===== config.mk =====
export PLATFORM = sky130hd
export DESIGN_NAME = hex_display_ctrl
export DESIGN_NICKNAME = d
export VERILOG_FILES = /design/src/rtl/hex_display_ctrl.sv
export SDC_FILE = /design/constraint.sdc
export NUM_CORES = 1
export LEC_CHECK = 0
export BUFFER_PORTS_ARGS = -buffer_cell sky130_fd_sc_hd__buf_2
export CAP_MARGIN = 20
export CORE_MARGIN = 2
export CORE_UTILIZATION = 55
export DETAILED_ROUTE_END_ITERATION = 10
export GPL_ROUTABILITY_DRIVEN = 0
export PLACE_DENSITY = 0.7
export SLEW_MARGIN = 15
export SYNTH_ARGS = -nofsm -noshare
export SYNTH_HDL_FRONTEND = slang
export SYNTH_SLANG_ARGS = --single-unit

===== constraint.sdc =====
create_clock -name clk -period 4.7 [get_ports clk]
set_input_delay 0.705 -clock clk [delete_from_list [all_inputs] [get_ports clk]]
set_output_delay 0.705 -clock clk [all_outputs]
set_load 0.01 [all_outputs]

===== src/rtl/hex_display_ctrl.sv =====
// Seven-segment display controller for HEX0..HEX7: renders a CPU-written 32-bit word as
// eight hex digits, or as a signed decimal via a 24-cycle double-dabble engine.
module hex_display_ctrl #(
  parameter bit BLANK_LEADING = 1'b1
) (
  input  logic        clk,
  input  logic        reset_CPU,
  input  logic        wr_en,
  input  logic [31:0] wr_data,
  input  logic        wr_mode,
  output logic        busy,
  output logic        done,
  output logic [6:0]  HEX0,
  output logic [6:0]  HEX1,
  output logic [6:0]  HEX2,
  output logic [6:0]  HEX3,
  output logic [6:0]  HEX4,
  output logic [6:0]  HEX5,
  output logic [6:0]  HEX6,
  output logic [6:0]  HEX7
);

  localparam logic [6:0] SEG_BLANK = 7'b1111111;
  localparam logic [6:0] SEG_MINUS = 7'b0111111;
  localparam logic [6:0] SEG_E     = 7'b0000110;
  localparam logic [6:0] SEG_R     = 7'b0101111;

  typedef enum logic [1:0] {IDLE, CONV, LOAD} state_t;

  state_t      r_state, w_next;
  logic [31:0] r_data;
  logic        r_mode, r_neg, r_ovf;
  logic [23:0] r_mag;
  logic [27:0] r_bcd;
  logic [4:0]  r_cnt;
  logic [6:0]  r_hex [8];
  logic        r_done;

  logic [31:0] w_mag;
  logic        w_ovf, w_accept, w_seen;
  logic [27:0] w_bcd_adj, w_bcd_next;
  logic [6:0]  w_hex [8];

  function automatic logic [6:0] glyph(input logic [3:0] d);
    logic [6:0] s;
    s = SEG_BLANK;
    case (d)
      4'h0: s = 7'b1000000;  4'h1: s = 7'b1111001;
      4'h2: s = 7'b0100100;  4'h3: s = 7'b0110000;
      4'h4: s = 7'b0011001;  4'h5: s = 7'b0010010;
      4'h6: s = 7'b0000010;  4'h7: s = 7'b1111000;
      4'h8: s = 7'b0000000;  4'h9: s = 7'b0010000;
      4'hA: s = 7'b0001000;  4'hB: s = 7'b0000011;
      4'hC: s = 7'b1000110;  4'hD: s = 7'b0100001;
      4'hE: s = 7'b0000110;  4'hF: s = 7'b0001110;
      default: s = SEG_BLANK;
    endcase
    return s;
  endfunction

  // 0x80000000 negates to itself, so the unsigned compare flags it as overflow.
  assign w_mag    = wr_data[31] ? (32'd0 - wr_data) : wr_data;
  assign w_ovf    = w_mag > 32'd9_999_999;
  assign w_accept = wr_en && (r_state == IDLE);

  always_ff @(posedge clk or negedge reset_CPU) begin
    if (!reset_CPU) r_state <= IDLE;
    // NOTE: sequential state uses <= so every flop samples pre-edge values, whatever the statement order.
    else            r_state <= w_next;
  end

  always_comb begin
    // NOTE: every comb output gets a default first; a path that leaves one unassigned would infer a latch.
    w_next = r_state;
    case (r_state)
      IDLE:    if (w_accept) w_next = (wr_mode && !w_ovf) ? CONV : LOAD;
      CONV:    if (r_cnt == 5'd23) w_next = LOAD;
      LOAD:    w_next = IDLE;
      default: w_next = IDLE;
    endcase
  end

  always_comb begin
    w_bcd_adj = r_bcd;
    for (int i = 0; i < 7; i++)
      if (r_bcd[4*i +: 4] >= 4'd5) w_bcd_adj[4*i +: 4] = r_bcd[4*i +: 4] + 4'd3;
    w_bcd_next = {w_bcd_adj[26:0], r_mag[23]};
  end

  always_comb begin
    w_seen = 1'b0;
    for (int n = 0; n < 8; n++) w_hex[n] = SEG_BLANK;
    if (!r_mode) begin
      for (int n = 0; n < 8; n++) w_hex[n] = glyph(r_data[4*n +: 4]);
    end else if (r_ovf) begin
      w_hex[2] = SEG_E;
      w_hex[1] = SEG_R;
      w_hex[0] = SEG_R;
    end else begin
      // Walk from the top digit down; once a nonzero digit is seen, all lower digits show.
      for (int i = 6; i >= 0; i--) begin
        if (r_bcd[4*i +: 4] != 4'd0 || i == 0 || !BLANK_LEADING) w_seen = 1'b1;
        if (w_seen) w_hex[i] = glyph(r_bcd[4*i +: 4]);
      end
      w_hex[7] = r_neg ? SEG_MINUS : SEG_BLANK;
    end
  end

  always_ff @(posedge clk or negedge reset_CPU) begin
    if (!reset_CPU) begin
      r_data <= '0;
      r_mode <= 1'b0;
      r_neg  <= 1'b0;
      r_ovf  <= 1'b0;
      r_mag  <= '0;
      r_bcd  <= '0;
      r_cnt  <= '0;
      r_done <= 1'b0;
      // NOTE: the display array is a handful of flops, not a RAM, so it resets to blank like any register.
      for (int n = 0; n < 8; n++) r_hex[n] <= SEG_BLANK;
    end else begin
      r_done <= 1'b0;
      case (r_state)
        IDLE: if (w_accept) begin
          r_data <= wr_data;
          r_mode <= wr_mode;
          r_neg  <= wr_data[31];
          r_ovf  <= w_ovf;
          r_mag  <= w_mag[23:0];
          r_bcd  <= '0;
          r_cnt  <= '0;
        end
        CONV: begin
          r_bcd <= w_bcd_next;
          r_mag <= {r_mag[22:0], 1'b0};
          r_cnt <= r_cnt + 5'd1;
        end
        LOAD: begin
          r_hex  <= w_hex;
          r_done <= 1'b1;
        end
        default: ;
      endcase
    end
  end

  assign busy = (r_state != IDLE);
  assign done = r_done;
  assign HEX0 = r_hex[0];
  assign HEX1 = r_hex[1];
  assign HEX2 = r_hex[2];
  assign HEX3 = r_hex[3];
  assign HEX4 = r_hex[4];
  assign HEX5 = r_hex[5];
  assign HEX6 = r_hex[6];
  assign HEX7 = r_hex[7];

endmodule

# After elaboration in Yosys (flattened, before gate mapping)
# Memories as Yosys holds them, arrays and structs flattened.
# Index checks and enable logic that the tools add are counted.
# op_classes
add_sub_neg	9
mul	0
div	0
n_lt_le_gt_ge	8
n_eq_ne	5
shift	0
muxes	50
bitwise_logic	0
n_reduce_logical	15
# ops
cell	n
two-way mux 56 bit	1
two-way mux 7 bit	8
one-hot mux 28 bit (2 select lines)	1
one-hot mux 24 bit (2 select lines)	1
two-way mux 35 bit	1
greater-than comparator 32 x 24 -> 1 bit (second input constant)	1
two-way mux 32 bit	1
subtractor 1 x 32 -> 32 bit (first input constant)	1
>= comparator 4 x 3 -> 1 bit (second input constant)	7
two-way mux 28 bit	1
adder 4 x 2 -> 4 bit (second input constant)	6
two-way mux 24 bit	1
two-way mux 4 bit	6
nonzero test 4 bit	6
two-way mux 1 bit	21
two-way mux 21 bit	1
one-hot mux 5 bit (2 select lines)	1
two-way mux 2 bit	3
AND reduction 2 bit	3
adder 5 x 1 -> 5 bit (second input constant)	1
equality test 5 bit (second input constant)	1
two-way mux 5 bit	1
inequality test 2 bit (second input constant)	2
one-hot mux 2 bit (2 select lines)	1
other kinds (8)	10
# word_totals
reg_bits	151
latchBits	0
mem_bits_rw	0
mem_bits_ro	1680
input_bits	36
output_inout_bits	58
wordCells	119
mem_count	15
# mem_list
memory	depth	word_bits	read_ports	rd_ports_with_merged_regs	wr	line_no	text
(no name shown)	16	7	1	0	0	47	case (d)
(no name shown)	16	7	1	0	0	47	
(no name shown)	16	7	1	0	0	47	
(no name shown)	16	7	1	0	0	47	
(no name shown)	16	7	1	0	0	47	
(no name shown)	16	7	1	0	0	47	
9 more memories	--	--	--	--	--	--	

# Depth between registers and ports, before layout
# Gate-level depths: netlist (run 1).
# depth
depth_word	22
mapped_depth	10
mapped_depth_nobuf	9

# Worst setup path before layout (run 1)
# Ideal clock, no wire load.
# synth_path
path_type	input to register
startpoint	input wr_data[21]
endpoint	register r_state[1]
setup_time_ps	140
arrival_time_ps	2899
required_ps	4560
path_slack_ps	1661
path_stages	8
n_path_buf	1
path_cell_list	buf_2 > or4_4 > or4b_4 > nor2_2 > a311oi_1 > or4_4 > nor4b_2 > a21oi_1
# synth_between
elab_chain_cells	8
# synth_rtl
item	line_no	text
start, declared	9	input logic [31:0] wr_data,
subtractor 1 x 32 -> 32 bit	62	assign w_mag = wr_data[31] ? (32'd0 - wr_data) : wr_data;
two-way mux 32 bit (*)	62	
greater-than comparator 32 x 24 -> 1 bit (*)	63	assign w_ovf = w_mag > 32'd9_999_999;
logical NOT 1 bit (*)	76	IDLE: if (w_accept) w_next = (wr_mode && !w_ovf) ? CONV : LOAD;
logical AND 1 bit (*)	76	
two-way mux 2 bit (*) (2 in a row)	76	
one-hot mux 2 bit (2 select lines) (*)	75	case (r_state)
end signal, assigned	69	else r_state <= w_next;
end, declared	30	state_t r_state, w_next;
# Every way passes the cells marked *; elsewhere a longest branch is shown, timed or not. The select of a mux whose other input is x is not followed.
# A chain may end at the register's enable or synchronous reset.

# Worst setup path in the final report (run 1)
# layout_path
startpoint	register r_bcd[20]
endpoint	register r_hex (netlist bit HEX1[5])
# layout_between
elab_chain_cells	19
# layout_rtl
item	line_no	text
start, declared	34	logic [27:0] r_bcd;
start signal, assigned	134	r_bcd <= w_bcd_next;
nonzero test 4 bit	102	if (r_bcd[4*i +: 4] != 4'd0 || i == 0 || !BLANK_LEADING) w_seen = 1'b1;
two-way mux 1 bit	102	
two-way mux 1 bit	95	end else if (r_ovf) begin
two-way mux 1 bit	93	if (!r_mode) begin
two-way mux 1 bit	102	
two-way mux 1 bit	95	
two-way mux 1 bit	93	
two-way mux 1 bit	102	
[... 3 more ...]	--	
two-way mux 1 bit	95	
two-way mux 1 bit	93	
two-way mux 1 bit	102	
two-way mux 1 bit	95	
two-way mux 1 bit	93	
two-way mux 7 bit	103	if (w_seen) w_hex[i] = glyph(r_bcd[4*i +: 4]);
two-way mux 21 bit	95	
two-way mux 56 bit	93	
end signal, assigned	139	r_hex <= w_hex;
end, declared	36	logic [6:0] r_hex [8];
# Every way passes these cells. The select of a mux whose other input is x is not followed.

==> reports/results.ini, run 1 <==
[cts]
cts_tree=done
clkLatencyLatePin_ns=0.42
post_cts_resized=0
htreeDepth=4
clk_pin_slew_ns=0.07
clock_sinks=150
cts_setup_buffers=0
cts_made_buffers=17
clockRootBuffer=clkbuf_16
ctsHoldBuffers=0
clock_path_buffers=2

[global_routing]
grt_max_degree=98
grtUsageTotal=0.265
globalRouteMet1Util=0.388
grt_pass1_vias=9071
gr-total-overflow=0
top_usage_layer=met2
grtUsageMet3=0.0425
grt_pass1_wl_um=46900
grt_util_met2=0.410
antenna_found_initial=0

[logic_synthesis]
synth_top_area_share=0.208
ys_async_sr_fraction=1.00
synthesis.nets=1492
synth_cell_type_count=71
synth_ff_type=dfrtp_1
netlist_area_sq_um=11300
avgSynthCellArea_sq_um=8.28
synth_seq_cells=150
synth_area_leaders=dfrtp_1 21%, dfstp_2 13%, ha_1 10%
ys_seq_area_frac=0.338
synth_area_leader_cell=dfrtp_1
synth_enable_flop_cells=0
ys_warn_count=0
netlist_instances=1365

[routing]
vias=9954
totalWireLength_um=28400
routedWlPerCell_um=17.1
firstDrtPassIters=5
ant_nets=0
route.detailed.drc=0
drtIter0Drc=794
avgViaCountPerCell=5.98

[critical_path]
worstPathMaxFanout=8
cp-start-kind=flop
critPathKind=flop to flop
crit_required_ns=5.03
path_cells=inv_1 -> ha_1 -> nor3b_1 -> nand4_1 -> nor2_1 -> nand2_1 -> o31ai_1 -> a311oi_1 -> o31ai_1
cpMostUsedCell=o31ai_1
crit_buf_inv=1
slowest_stage=o31ai_1
critPathCaptureType=flop
cp.arrival_ns=3.55
max_stage_delay_ns=0.53
crit_family=simple AND/OR/NAND/NOR gates

[timing]
finalMaxSlewViolations=0
finalHoldViolations=0
fin_crit_ns=3.22
period_share=0.685
worst_pin_slew_ns=0.929
setup_viol=0
slew_headroom=0.381
whs_ns=0.338
rsz0062_at_grt=false
fmax_mhz=311
tns_ns=0
finClkSkew_ns=0.0108

[die]
die_x_um=147
core-area_sq_um=20200
start_util=0.559
die_h_um=147
placementRows=52
die-area_sq_um=21700
io_pins=94

[layout]
drive_above_1_share=0.175
fillers=1825
diodes=0
area_delta_synth_final_pct=9.83
post-route-util=0.614
final_nets=1509

[min_path]
hp-class=input port to asynchronous set/reset pin

[placed_design]
dp_hpwl_um=19900
port_buffers=93

[run_status]
status=finished clean

[run]
max-cap-violations=0

[power]
irDropWorstVdd_v=0.000246
powerDensity_nw_per_um2=331
p_leak_uw=0.00532
p_total_uw=4110

[synthesized netlist by cell type (7+ instances only)]
library cell,instances
xor2_1,19
mux4_2,10
clkbuf_1,87
dfrtp_1,94
a221oi_1,10
nand2b_1,17
a22oi_1,25
buf_1,12
a311oi_1,8
xnor2_1,13
or2_2,9
o211ai_1,10
a31oi_1,15
o22ai_1,15
a211oi_1,21
nand3_1,27
a21oi_1,70
nand2_1,180
nor3b_1,10
dfstp_2,56
mux2i_1,29
o21ai_0,202
nor2b_1,17
ha_1,91
mux2_2,11
a32o_1,7
nor3_1,12
inv_1,60
nor2_1,103
o31ai_1,21
[cells in the final DEF (no fill, tap or decap), types with 16 or more instances in the layout]
master and count:
o21ai_0 202, nand2_1 179, nor2_1 102, dfrtp_1 93, buf_2 92, ha_1 91, a21oi_1 70, inv_1 60
dfstp_2 56, mux2i_1 29, nand3_1 27, a22oi_1 25, a211oi_1 21, o31ai_1 21, xor2_1 19, clkbuf_16 17
nor2b_1 16, nand2b_1 16
[sequential cells by signal (all words and copies together), names as in the netlist]
register  count
r_data       32
HEX7          7
HEX2          7
HEX1          7
r_cnt         5
r_bcd        28
done          1
HEX4          7
HEX0          7
HEX5          7
HEX3          7
HEX6          7
r_mag        24
r_mode        1
r_ovf         1
r_state       2
[path summary, 6_finish.rpt]
check | start | to | slack, ns | depth (start not counted)
max in group asynchronous | reset_CPU | HEX1[4] | 3.39 | 2
min in group clk | HEX7[1] | HEX7[1] | 0.46 | 2
worst max-delay path | r_bcd[20] | HEX1[5] | 1.48 | 9
worst min register to register | HEX7[1] | HEX7[1] | 0.46 | 2
worst max register to register | r_bcd[20] | HEX1[5] | 1.48 | 9
worst min-delay path | reset_CPU | r_data[16] | 0.34 | 1
[where the power goes]
group | total, uW | internal [uW] | switching [uW] | leakage [uW]
clock | 1430 | 857 | 577 | 0.000287
sequential | 1750 | 1560 | 194 | 0.00180
combinational | 927 | 389 | 538 | 0.00324
total | 4110 | 2800 | 1310 | 0.00532
[routing by layer]
metal,share of wire,up-vias,wire length [um]
met5,0,-,0
met4,0.017,0,480
met3,0.058,39,1640
met2,0.45,280,12800
met1,0.47,4715,13500
li1,-,4920,-
[through the flow]
step / cells / setup slack, ns / instance area, sq um
6_report: 1665 / 1.48 / 12400
5_1_grt: 1665 / 1.10 / 12400
4_1_cts: 1664 / 1.52 / 12400
3_5_place_dp: 1632 / 1.08 / 11800
3_3_place_gp: 1632 / 1.20 / 11800
2_1_floorplan: 1365 / 1.66 / 11300
[worst register-to-register path, cell delays in order, from the launching register on]
cell	delay (ns)
dfrtp_1	0.47
inv_1	0.18
ha_1	0.24
nor3b_1	0.40
nand4_1	0.32
nor2_1	0.45
nand2_1	0.17
o31ai_1	0.53
a311oi_1	0.11
o31ai_1	0.25
[logic make-up after synthesis]
kind of cell / share of synthesized area
adder cells (fa/ha/maj): 0.101
XOR/XNOR: 0.0248
flip-flops: 0.338
AND/OR/NAND/NOR: 0.182
AO/OA/AOI/OAI: 0.241
multiplexers: 0.0566
buffers and inverters: 0.0566
[final cells by class]
class | instances | area [sq um] | share of cell area
multi-input cells | 1050 | 6860 | 0.552
well taps | 270 | 338 | 0.0272
inverters | 60 | 225 | 0.0181
repair buffers | 103 | 554 | 0.0446
clock inverters | 13 | 173 | 0.0139
flip-flops and latches | 150 | 3820 | 0.308
clock buffers | 19 | 443 | 0.0357
(Power assumes the default switching activity.)
==> run 2, diff against run 1 <==
PLACE_DENSITY = 0.73   (was 0.7)
clock period = 2.85 ns   (was 4.7 ns; I/O delays follow)
==> reports/results.ini, run 2 (synthesized netlist as in run 1, its figures left out) <==
[critical_path]
crit_family=simple AND/OR/NAND/NOR gates
worstPathMaxFanout=5
crit_required_ns=3.18
slowest_stage=dfrtp_1
path_cells=inv_1 -> ha_1 -> nor3b_1 -> buf_4 -> nand4_1 -> nor2_1 -> nand2_1 -> o31ai_1 -> buf_4 -> a311oi_1 -> o31ai_1
rrSetupSlack_ns=0.26
max_stage_delay_ns=0.38
crit_buf_inv=3
critPathKind=flop to flop
cp.arrival_ns=2.92
cp-start-kind=flop
critPathCaptureType=flop

[timing]
finalMaxSlewViolations=0
worst_pin_slew_ns=0.657
period_share=0.909
rsz0062_at_grt=false
finClkSkew_ns=0.00859
setup_viol=0
slew_headroom=0.557
tns_ns=0
fmax_mhz=386
setup_ws_ns=0.259
finalHoldViolations=0
fin_crit_ns=2.59

[cts]
cts_made_buffers=17
clkLatencyLatePin_ns=0.43
clk_pin_slew_ns=0.06
clock_sinks=150
clock_path_buffers=2
cts_tree=done
clockRootBuffer=clkbuf_16
ctsHoldBuffers=0
htreeDepth=4

[layout]
post-route-util=0.631
final_cell_mix=202 x o21ai_0, 179 x nand2_1, 102 x nor2_1
final_nets=1551
fillers=1749
area_delta_synth_final_pct=12.9
stdcell_area_sq_um=12800
final_common_cell=o21ai_0
largest_registers=r_data x32, r_bcd x28, r_mag x24
multi_input_area_sq_um=6860
drive_above_1_share=0.200
top_register=r_data
ff_latch_area_sq_um=3820
largest_register_ffs=32
diodes=0

[placed_design]
dp_hpwl_um=20800
pre_cts_ws_ns=-0.0268
placed_area_sq_um=12100
port_buffers=93

[global_routing]
grtUsageTotal=0.274
gr-total-overflow=0
grt_pass1_wl_um=48400
antenna_found_initial=0
grt_pass1_vias=9632
grt_max_degree=70

[routing]
route.detailed.drc=0
vias=10305
ant_nets=0
drtIter0Drc=818
avgViaCountPerCell=6.04
totalWireLength_um=29300
routedWlPerCell_um=17.2
firstDrtPassIters=5

[power]
p_leak_uw=0.00555
p_total_uw=6880
irDropWorstVdd_v=0.000416
powerDensity_nw_per_um2=539

[run_status]
status=finished clean

[die]
core-area_sq_um=20200
start_util=0.559
io_pins=94
die_h_um=147
die-area_sq_um=21700
die_x_um=147
placementRows=52

[run]
max-cap-violations=0

[min_path]
hp-class=input port to asynchronous set/reset pin

-- run 2: changes by cell type in the layout (fill, tap and decap cells not counted), sizes merged --
cell	previous run	this run
buf	103	145
bufinv	3	4
clkbuf	19	20
clkinv	3	4
inv	63	60
-- run 2: final timing paths --
check / startpoint / endpoint / depth (start not counted)
max: r_bcd[20] / HEX1[5] / 11
max in group asynchronous: reset_CPU / HEX7[6] / 2
min in group clk: wr_data[26] / r_data[26] / 3
min reg2reg: HEX7[3] / HEX7[3] / 2
min: reset_CPU / r_bcd[18] / 1
max reg2reg: r_bcd[20] / HEX1[5] / 11
-- run 2: per-layer routing --
layer  routed length (um)  global-route usage  up-vias  share of wire
met3                 1870              0.0351       52          0.064
met4                  643              0.0942        0          0.022
met2                13400               0.429      332           0.46
li1                     -                   -     4992              -
met1                13400               0.393     4929           0.46
met5                    0                   0        -              0
-- run 2: timing repair --
| action | 4_1_cts | 5_1_grt |
|---|---|---|
| gates resized for setup | 0 | 1 |
| endpoints found under the hold margin | 0 | 0 |
| setup buffers | 0 | 0 |
| endpoints found under the setup margin | 0 | 1 |
-- run 2: through the flow --
step / hold WS (ns) / cells
detailed placement: 0.453 / 1675
floorplan: 0.132 / 1365
CTS: 0.0370 / 1707
finish: 0.0205 / 1707
global route: 0.0610 / 1707
global placement: 0.446 / 1675
-- run 2: final cells by class --
class                   count  share of cell area
flip-flops and latches    150               0.300
well taps                 270              0.0265
repair buffers            145              0.0685
clock buffers              20              0.0358
multi-input cells        1050               0.538
clock inverters            12              0.0139
inverters                  60              0.0177
-- run 2: report_power, final --
part           internal, uW  total [uW]  switching (uW)  leakage (uW)
sequential             2570        2890             316       0.00180
clock                  1510        2410             902      0.000298
combinational           666        1580             913       0.00345
